**config.mk**
```make
export PLATFORM = sky130hd
export DESIGN_NAME = decode_stage_p
export DESIGN_NICKNAME = d
export VERILOG_FILES = /design/src/rtl/de_pkg.sv /design/src/rtl/de_regfile.sv /design/src/rtl/decode_stage_p.sv
export SDC_FILE = /design/constraint.sdc
export NUM_CORES = 1
export LEC_CHECK = 0
export ABC_AREA = 1
export BUFFER_PORTS_ARGS = -buffer_cell sky130_fd_sc_hd__buf_4
export CELL_PAD_IN_SITES_DETAIL_PLACEMENT = 2
export CELL_PAD_IN_SITES_GLOBAL_PLACEMENT = 2
export CORE_ASPECT_RATIO = 0.7
export CORE_MARGIN = 2
export CORE_UTILIZATION = 29
export CTS_CLUSTER_SIZE = 16
export DETAILED_ROUTE_END_ITERATION = 6
export PLACE_DENSITY_LB_ADDON = 0.1
export SYNTH_ARGS = -nofsm -noshare
export SYNTH_HDL_FRONTEND = slang
export SYNTH_SLANG_ARGS = --single-unit
```
**constraint.sdc**
```tcl
create_clock -name clk -period 2.3 [get_ports clk]
set_input_delay 0.345 -clock clk [delete_from_list [all_inputs] [get_ports clk]]
set_output_delay 0.345 -clock clk [all_outputs]
set_load 0.005 [all_outputs]
```
**src/rtl/de_pkg.sv**
```systemverilog
// Shared definitions for the decode stage: opcode values, instruction field
// positions and the per-opcode operand/writer decode.
package de_pkg;

    localparam logic [3:0] OP_NOP  = 4'd0;
    localparam logic [3:0] OP_ADD  = 4'd1;
    localparam logic [3:0] OP_SUB  = 4'd2;
    localparam logic [3:0] OP_MOV  = 4'd3;
    localparam logic [3:0] OP_LOAD = 4'd4;
    localparam logic [3:0] OP_LDI  = 4'd5;
    localparam logic [3:0] OP_BR   = 4'd6;
    localparam logic [3:0] OP_BRZ  = 4'd7;
    localparam logic [3:0] OP_BRN  = 4'd8;
    localparam logic [3:0] OP_CALL = 4'd9;
    localparam logic [3:0] OP_RET  = 4'd10;

    localparam int OP_LSB  = 20;
    localparam int RD_LSB  = 16;
    localparam int RA_LSB  = 12;
    localparam int RB_LSB  = 8;
    localparam int IMM_LSB = 0;
    localparam int IMM_W   = 8;

    typedef struct packed {
        logic writer;
        logic readsA;
        logic readsB;
        logic illegal;
    } de_ctrl_t;

    function automatic de_ctrl_t decode_op(input logic [3:0] op);
        de_ctrl_t c;
        c = '0;
        case (op)
            OP_ADD, OP_SUB: begin
                c.writer = 1'b1;
                c.readsA = 1'b1;
                c.readsB = 1'b1;
            end
            OP_MOV, OP_LOAD: begin
                c.writer = 1'b1;
                c.readsA = 1'b1;
            end
            OP_LDI: c.writer = 1'b1;
            OP_NOP, OP_BR, OP_BRZ, OP_BRN, OP_CALL, OP_RET: c = '0;
            default: c.illegal = 1'b1;
        endcase
        return c;
    endfunction

endpackage

```
**src/rtl/de_regfile.sv**
```systemverilog
// NREG x DATA_W register file with two asynchronous read ports; a read of the
// register being written this cycle returns the incoming write data.
module de_regfile
    import de_pkg::*;
#(
    parameter int DATA_W = 8,
    parameter int NREG   = 4,
    localparam int REG_AW = $clog2(NREG)
) (
    input  logic                   clk,
    input  logic                   reset_n,
    input  logic                   we_i,
    input  logic [REG_AW-1:0]      waddr_i,
    input  logic [DATA_W-1:0]      wdata_i,
    input  logic [REG_AW-1:0]      raddrA_i,
    output logic [DATA_W-1:0]      rdataA_o,
    input  logic [REG_AW-1:0]      raddrB_i,
    output logic [DATA_W-1:0]      rdataB_o,
    output logic [NREG*DATA_W-1:0] dbgRegs_o
);

    logic [DATA_W-1:0] regs_q [NREG];
    logic              writeOk;

    assign writeOk = we_i && (int'(waddr_i) < NREG);

    always_ff @(posedge clk or negedge reset_n) begin
        if (!reset_n) begin
            for (int i = 0; i < NREG; i++) regs_q[i] <= '0;
        end else if (writeOk) begin
            regs_q[waddr_i] <= wdata_i;
        end
    end

    always_comb begin
        rdataA_o = '0;
        rdataB_o = '0;
        if (int'(raddrA_i) < NREG) rdataA_o = regs_q[raddrA_i];
        if (int'(raddrB_i) < NREG) rdataB_o = regs_q[raddrB_i];
        if (writeOk && waddr_i == raddrA_i) rdataA_o = wdata_i;
        if (writeOk && waddr_i == raddrB_i) rdataB_o = wdata_i;
    end

    for (genvar g = 0; g < NREG; g++) begin : gDbg
        assign dbgRegs_o[g*DATA_W +: DATA_W] = regs_q[g];
    end

endmodule

```
**src/rtl/decode_stage_p.sv**
```systemverilog
// Decode stage: register file, hazard scoreboard, branch resolution and the
// registered DE/EX issue slot.
module decode_stage_p
    import de_pkg::*;
#(
    parameter int DATA_W = 8,
    parameter int NREG   = 4,
    parameter int ADDR_W = 8,
    localparam int REG_AW = $clog2(NREG)
) (
    input  logic                   clk,
    input  logic                   reset_n,
    input  logic                   in_valid,
    output logic                   in_ready,
    input  logic [23:0]            instr,
    input  logic [ADDR_W-1:0]      pc,
    input  logic                   wb_en,
    input  logic [REG_AW-1:0]      wb_addr,
    input  logic [DATA_W-1:0]      wb_data,
    input  logic                   z_in,
    input  logic                   n_in,
    output logic                   out_valid,
    input  logic                   out_ready,
    output logic [3:0]             out_op,
    output logic [REG_AW-1:0]      out_rd,
    output logic [DATA_W-1:0]      out_a,
    output logic [DATA_W-1:0]      out_b,
    output logic [DATA_W-1:0]      out_imm,
    output logic                   branch_taken,
    output logic [ADDR_W-1:0]      branch_target,
    output logic [ADDR_W-1:0]      lr_out,
    output logic                   illegal,
    output logic [NREG*DATA_W-1:0] dbg_regs
);

    logic [3:0]        op;
    logic [REG_AW-1:0] rd, ra, rb;
    logic [IMM_W-1:0]  imm;
    de_ctrl_t          ctrl;
    logic              unused_instr;

    assign op   = instr[OP_LSB +: 4];
    assign rd   = instr[RD_LSB +: REG_AW];
    assign ra   = instr[RA_LSB +: REG_AW];
    assign rb   = instr[RB_LSB +: REG_AW];
    assign imm  = instr[IMM_LSB +: IMM_W];
    assign ctrl = decode_op(op);
    assign unused_instr = ^instr;

    logic [DATA_W-1:0] rdataA, rdataB;

    de_regfile #(.DATA_W(DATA_W), .NREG(NREG)) uRegfile (
        .clk      (clk),
        .reset_n  (reset_n),
        .we_i     (wb_en),
        .waddr_i  (wb_addr),
        .wdata_i  (wb_data),
        .raddrA_i (ra),
        .rdataA_o (rdataA),
        .raddrB_i (rb),
        .rdataB_o (rdataB),
        .dbgRegs_o(dbg_regs)
    );

    logic                 outValid_q;
    logic [3:0]           outOp_q;
    logic [REG_AW-1:0]    outRd_q;
    logic [DATA_W-1:0]    outA_q, outB_q, outImm_q;
    logic                 branchTaken_q, illegal_q;
    logic [ADDR_W-1:0]    branchTarget_q, lr_q;
    logic [NREG-1:0]      pending_q, pending_d;
    logic [NREG-1:0]      wbHit, slotBusy, hazard;

    // A writer still sitting in the slot has not set its pending bit yet, so
    // its destination is treated as busy to keep readers from seeing stale data.
    always_comb begin
        for (int r = 0; r < NREG; r++) begin
            wbHit[r]    = wb_en && (int'(wb_addr) == r);
            slotBusy[r] = outValid_q && (int'(outRd_q) == r);
        end
        hazard = (pending_q & ~wbHit) | slotBusy;
    end

    logic shadow, live, stall, accept, doExec, takeBranch;
    logic [ADDR_W-1:0] target;

    // The cycle right after a taken branch is exactly when branch_taken is high.
    assign shadow   = branchTaken_q;
    assign live     = in_valid && !shadow && !ctrl.illegal;
    assign stall    = live && ((ctrl.readsA && hazard[ra]) ||
                               (ctrl.readsB && hazard[rb]) ||
                               (ctrl.writer && hazard[rd]));
    assign in_ready = !stall && (!outValid_q || out_ready);
    assign accept   = in_valid && in_ready;
    assign doExec   = accept && !shadow && !ctrl.illegal;

    always_comb begin
        takeBranch = 1'b0;
        if (doExec) begin
            case (op)
                OP_BR, OP_CALL, OP_RET: takeBranch = 1'b1;
                OP_BRZ:                 takeBranch = z_in;
                OP_BRN:                 takeBranch = n_in;
                default:                takeBranch = 1'b0;
            endcase
        end
        target = (op == OP_RET) ? lr_q : imm[ADDR_W-1:0];
    end

    // Set beats clear when the issuing writer and the write-back share a register.
    always_comb begin
        pending_d = pending_q & ~wbHit;
        if (outValid_q && out_ready) pending_d = pending_d | slotBusy;
    end

    always_ff @(posedge clk or negedge reset_n) begin
        if (!reset_n) begin
            outValid_q     <= 1'b0;
            outOp_q        <= '0;
            outRd_q        <= '0;
            outA_q         <= '0;
            outB_q         <= '0;
            outImm_q       <= '0;
            branchTaken_q  <= 1'b0;
            branchTarget_q <= '0;
            lr_q           <= '0;
            illegal_q      <= 1'b0;
            pending_q      <= '0;
        end else begin
            pending_q     <= pending_d;
            branchTaken_q <= takeBranch;
            illegal_q     <= accept && !shadow && ctrl.illegal;
            if (takeBranch) branchTarget_q <= target;
            if (doExec && op == OP_CALL) lr_q <= pc + ADDR_W'(1);
            if (doExec && (ctrl.writer || op == OP_NOP)) begin
                outValid_q <= ctrl.writer;
                outOp_q    <= op;
                outRd_q    <= rd;
                outA_q     <= rdataA;
                outB_q     <= rdataB;
                outImm_q   <= DATA_W'(imm);
            end else if (out_ready) begin
                outValid_q <= 1'b0;
            end
        end
    end

    assign out_valid     = outValid_q;
    assign out_op        = outOp_q;
    assign out_rd        = outRd_q;
    assign out_a         = outA_q;
    assign out_b         = outB_q;
    assign out_imm       = outImm_q;
    assign branch_taken  = branchTaken_q;
    assign branch_target = branchTarget_q;
    assign lr_out        = lr_q;
    assign illegal       = illegal_q;

endmodule

```
==> results.py <==
metrics = {
    "placed_design": {
        "place_inst": 880,
        "pre_cts_ws_ps": 154,
        "io_buffer_count": 124,
        "gp_congestion": 0.799,
        "placed_cell_area_sq_mm": 0.00560,
        "place_hpwl_microns": 12600,
    },
    "die": {
        "start_util": 0.297,
        "die_area_sq_mm": 0.0161,
        "io_pins": 131,
        "fp-row-count": 37,
        "die_h_microns": 107,
        "die_x_microns": 151,
        "core_area_sq_mm": 0.0147,
    },
    "clock_tree": {
        "hold_buffers": 0,
        "clockRootBuffer": "clkbuf_16",
        "clk_latency_ps": 340,
        "clkTransAtPathRegs_ps": 70,
        "numCtsBuffers": 9,
        "clkSinkCount": 85,
        "htree_levels": 3,
        "postCtsSetupBuffers": 0,
        "cts_buffer_depth": 2,
        "cts_tree": "done",
        "ctsResizeCount": 0,
    },
    "timing": {
        "final_hold_viol_count": 0,
        "drv_slew": 0,
        "tightest_slew_ps": 632,
        "timing.final.crit_period_ps": 2090,
        "slew_headroom": 0.579,
        "max_freq_ghz": 0.479,
        "setup_viol_count_final": 0,
        "finalCritPeriodShare": 0.908,
        "fin_skew_ps": 11.0,
        "setup_tns_ps": 0,
        "rsz0062_at_grt": "false",
        "setup_ws_ps": 212,
    },
    "yosys": {
        "synth_seq_cells": 85,
        "yosysTopAreaCell": "dfrtp_1",
        "yosysTopAreaCellShare": 0.487,
        "yosys-top-cells-area": "dfrtp_1, nand2_1, o21ai_0",
        "yosysUniqueCellTypes": 27,
        "async_flop_share": 1.00,
        "yosysWarningCount": 0,
        "avgSynthCellArea_sq_um": 7.75,
        "netlist_area_sq_mm": 0.00437,
        "ys_seq_area_frac": 0.487,
        "syn-num-nets": 614,
        "ys.flop_type": "dfrtp_1",
        "synthCells": 564,
        "synth_edf_count": 0,
    },
    "layout": {
        "final_nets": 746,
        "finalInstanceArea_sq_mm": 0.00592,
        "final_cells": 896,
        "area_growth_pct": 35.6,
        "diodes": 0,
        "drive_above_1_share": 0.271,
    },
    "drt": {
        "vias": 4582,
        "drt_drc_violations_left": 0,
        "wl_per_cell_microns": 18.9,
        "postRouteAntennaNets": 0,
        "routed_wl_microns": 16900,
        "viasPerCell": 5.11,
        "dr.pass1.iters": 4,
        "drt_iter0_markers": 148,
    },
    "worst_setup_path": {
        "r2r-end": "lr_out[0]",
        "crit_buf_inv": 1,
        "worstSetupStartpoint": "out_valid",
        "cp_data_required_time_ps": 1960,
        "path_cells": "nand3_1 > nand3_1 > nand2_1 > nand2_1 > nand3_1 > nand3_2 > a21oi_2 > buf_4",
        "crit_family": "simple AND/OR/NAND/NOR gates",
        "cp-end-kind": "output pin",
        "cp-start-kind": "flop",
        "critPathMaxStageDelay_ps": 460,
        "ff2ff_setup_slack_ps": 290,
        "crit_top_cell": "nand3_1",
        "reg2regPathDepth": 10,
        "critPathSlowestCell": "dfrtp_1",
        "cp.depth": 8,
        "worstSetupPathType": "flop to output pin",
        "path_max_fanout": 6,
        "arrival_ps": 1740,
        "rr_startpoint": "out_valid",
    },
    "pwr": {
        "pwr_density_cell_mw_per_mm2": 855,
        "p_total_uw": 5060,
        "ir_drop_v": 0.000369,
        "leakagePower_uw": 0.00308,
    },
    "outcome": {
        "status": "completed",
    },
    "global_routing": {
        "grt_pass1_wl_microns": 27700,
        "grt_pass1_vias": 5069,
        "grt_overflow": 0,
        "grt_antenna_before_repair": 0,
        "groute.usage.overall": 0.221,
        "grt_max_degree": 44,
    },
    "worst_hold_path": {
        "hold_path_class": "input pin to async pin",
    },
    "job": {
        "cap_violations": 0,
    },
}
[cell type report]
type                    count  area [sq um]
inverters                  36           135
clock inverters             3          42.5
flip-flops and latches     85          2130
multi-input cells         417          1990
fillers                  1723          8800
well taps                 195           244
repair buffers            147          1120
clock buffers              13           270
[flip-flops by register name (all words and copies together) (netlist names), 2 cells and up]
name,cells
out_b,8
out_rd,2
pending_q,4
uRegfile.dbgRegs_o,32
branch_target,8
out_a,8
out_imm,8
out_op,4
lr_out,8
[cells in the final DEF (no fill, tap or decap), drive strengths merged]
master and n:
clkbuf 13, bufinv 1, nor4 2, nand3 70, xnor2 1, o22ai 16
o211ai 1, ha 1, clkinvlp 1, dfrtp 85, nand2 174, nor3 3
nor2 38, mux2 8, nand4 4, xor2 5, a21oi 6, inv 35
clkinv 2, buf 147, o21ai 88
[stage by stage]
step           hold slack, ps  utilization
3_3_place_gp              393        0.380
3_5_place_dp              408        0.380
2_1_floorplan            49.4            -
4_1_cts                  40.6        0.402
5_1_grt                  56.2        0.402
6_report                 24.3        0.402
[worst max path at each step]
| stage | slack [ps] | end |
|---|---|---|
| final | 210 | in_ready |
| after global routing | 5 | in_ready |
| after CTS | 110 | in_ready |
| after floorplan | 480 | lr_out[2] |
| after global placement | 240 | lr_out[7] |
| after detailed placement | 150 | lr_out[7] |
[logic make-up after synthesis]
| family | Yosys count | share of synthesized area |
|---|---|---|
| AO/OA/AOI/OAI | 111 | 0.132 |
| XOR/XNOR | 6 | 0.0120 |
| adder cells (fa/ha/maj) | 1 | 0.00286 |
| buffers and inverters | 62 | 0.0613 |
| flip-flops | 85 | 0.487 |
| multiplexers | 8 | 0.0206 |
| AND/OR/NAND/NOR | 291 | 0.284 |
[report_power, final]
part | switching (uW) | total, uW | internal, uW
Sequential | 287 | 2120 | 1830
Combinational | 689 | 1400 | 707
Clock | 621 | 1550 | 931
Total | 1600 | 5060 | 3470
[per-layer routing]
metal | routed length [microns] | vias up | GRT usage
li1 | - | 2132 | -
met1 | 7990 | 2363 | 0.305
met2 | 8210 | 75 | 0.366
met3 | 590 | 12 | 0.0430
met4 | 133 | 0 | 0.0374
met5 | 0 | - | 0
[synthesized netlist by cell type, types with 5 or more instances]
cell and number:
o21ai_0 86, a21oi_1 6, o22ai_1 16, nand2_1 172
xor2_1 5, mux2_2 8, nor2_1 38, dfrtp_1 85
inv_2 8, inv_1 27, clkbuf_1 17, nand3_1 66
No activity file was read; power rests on OpenSTA's default activity.
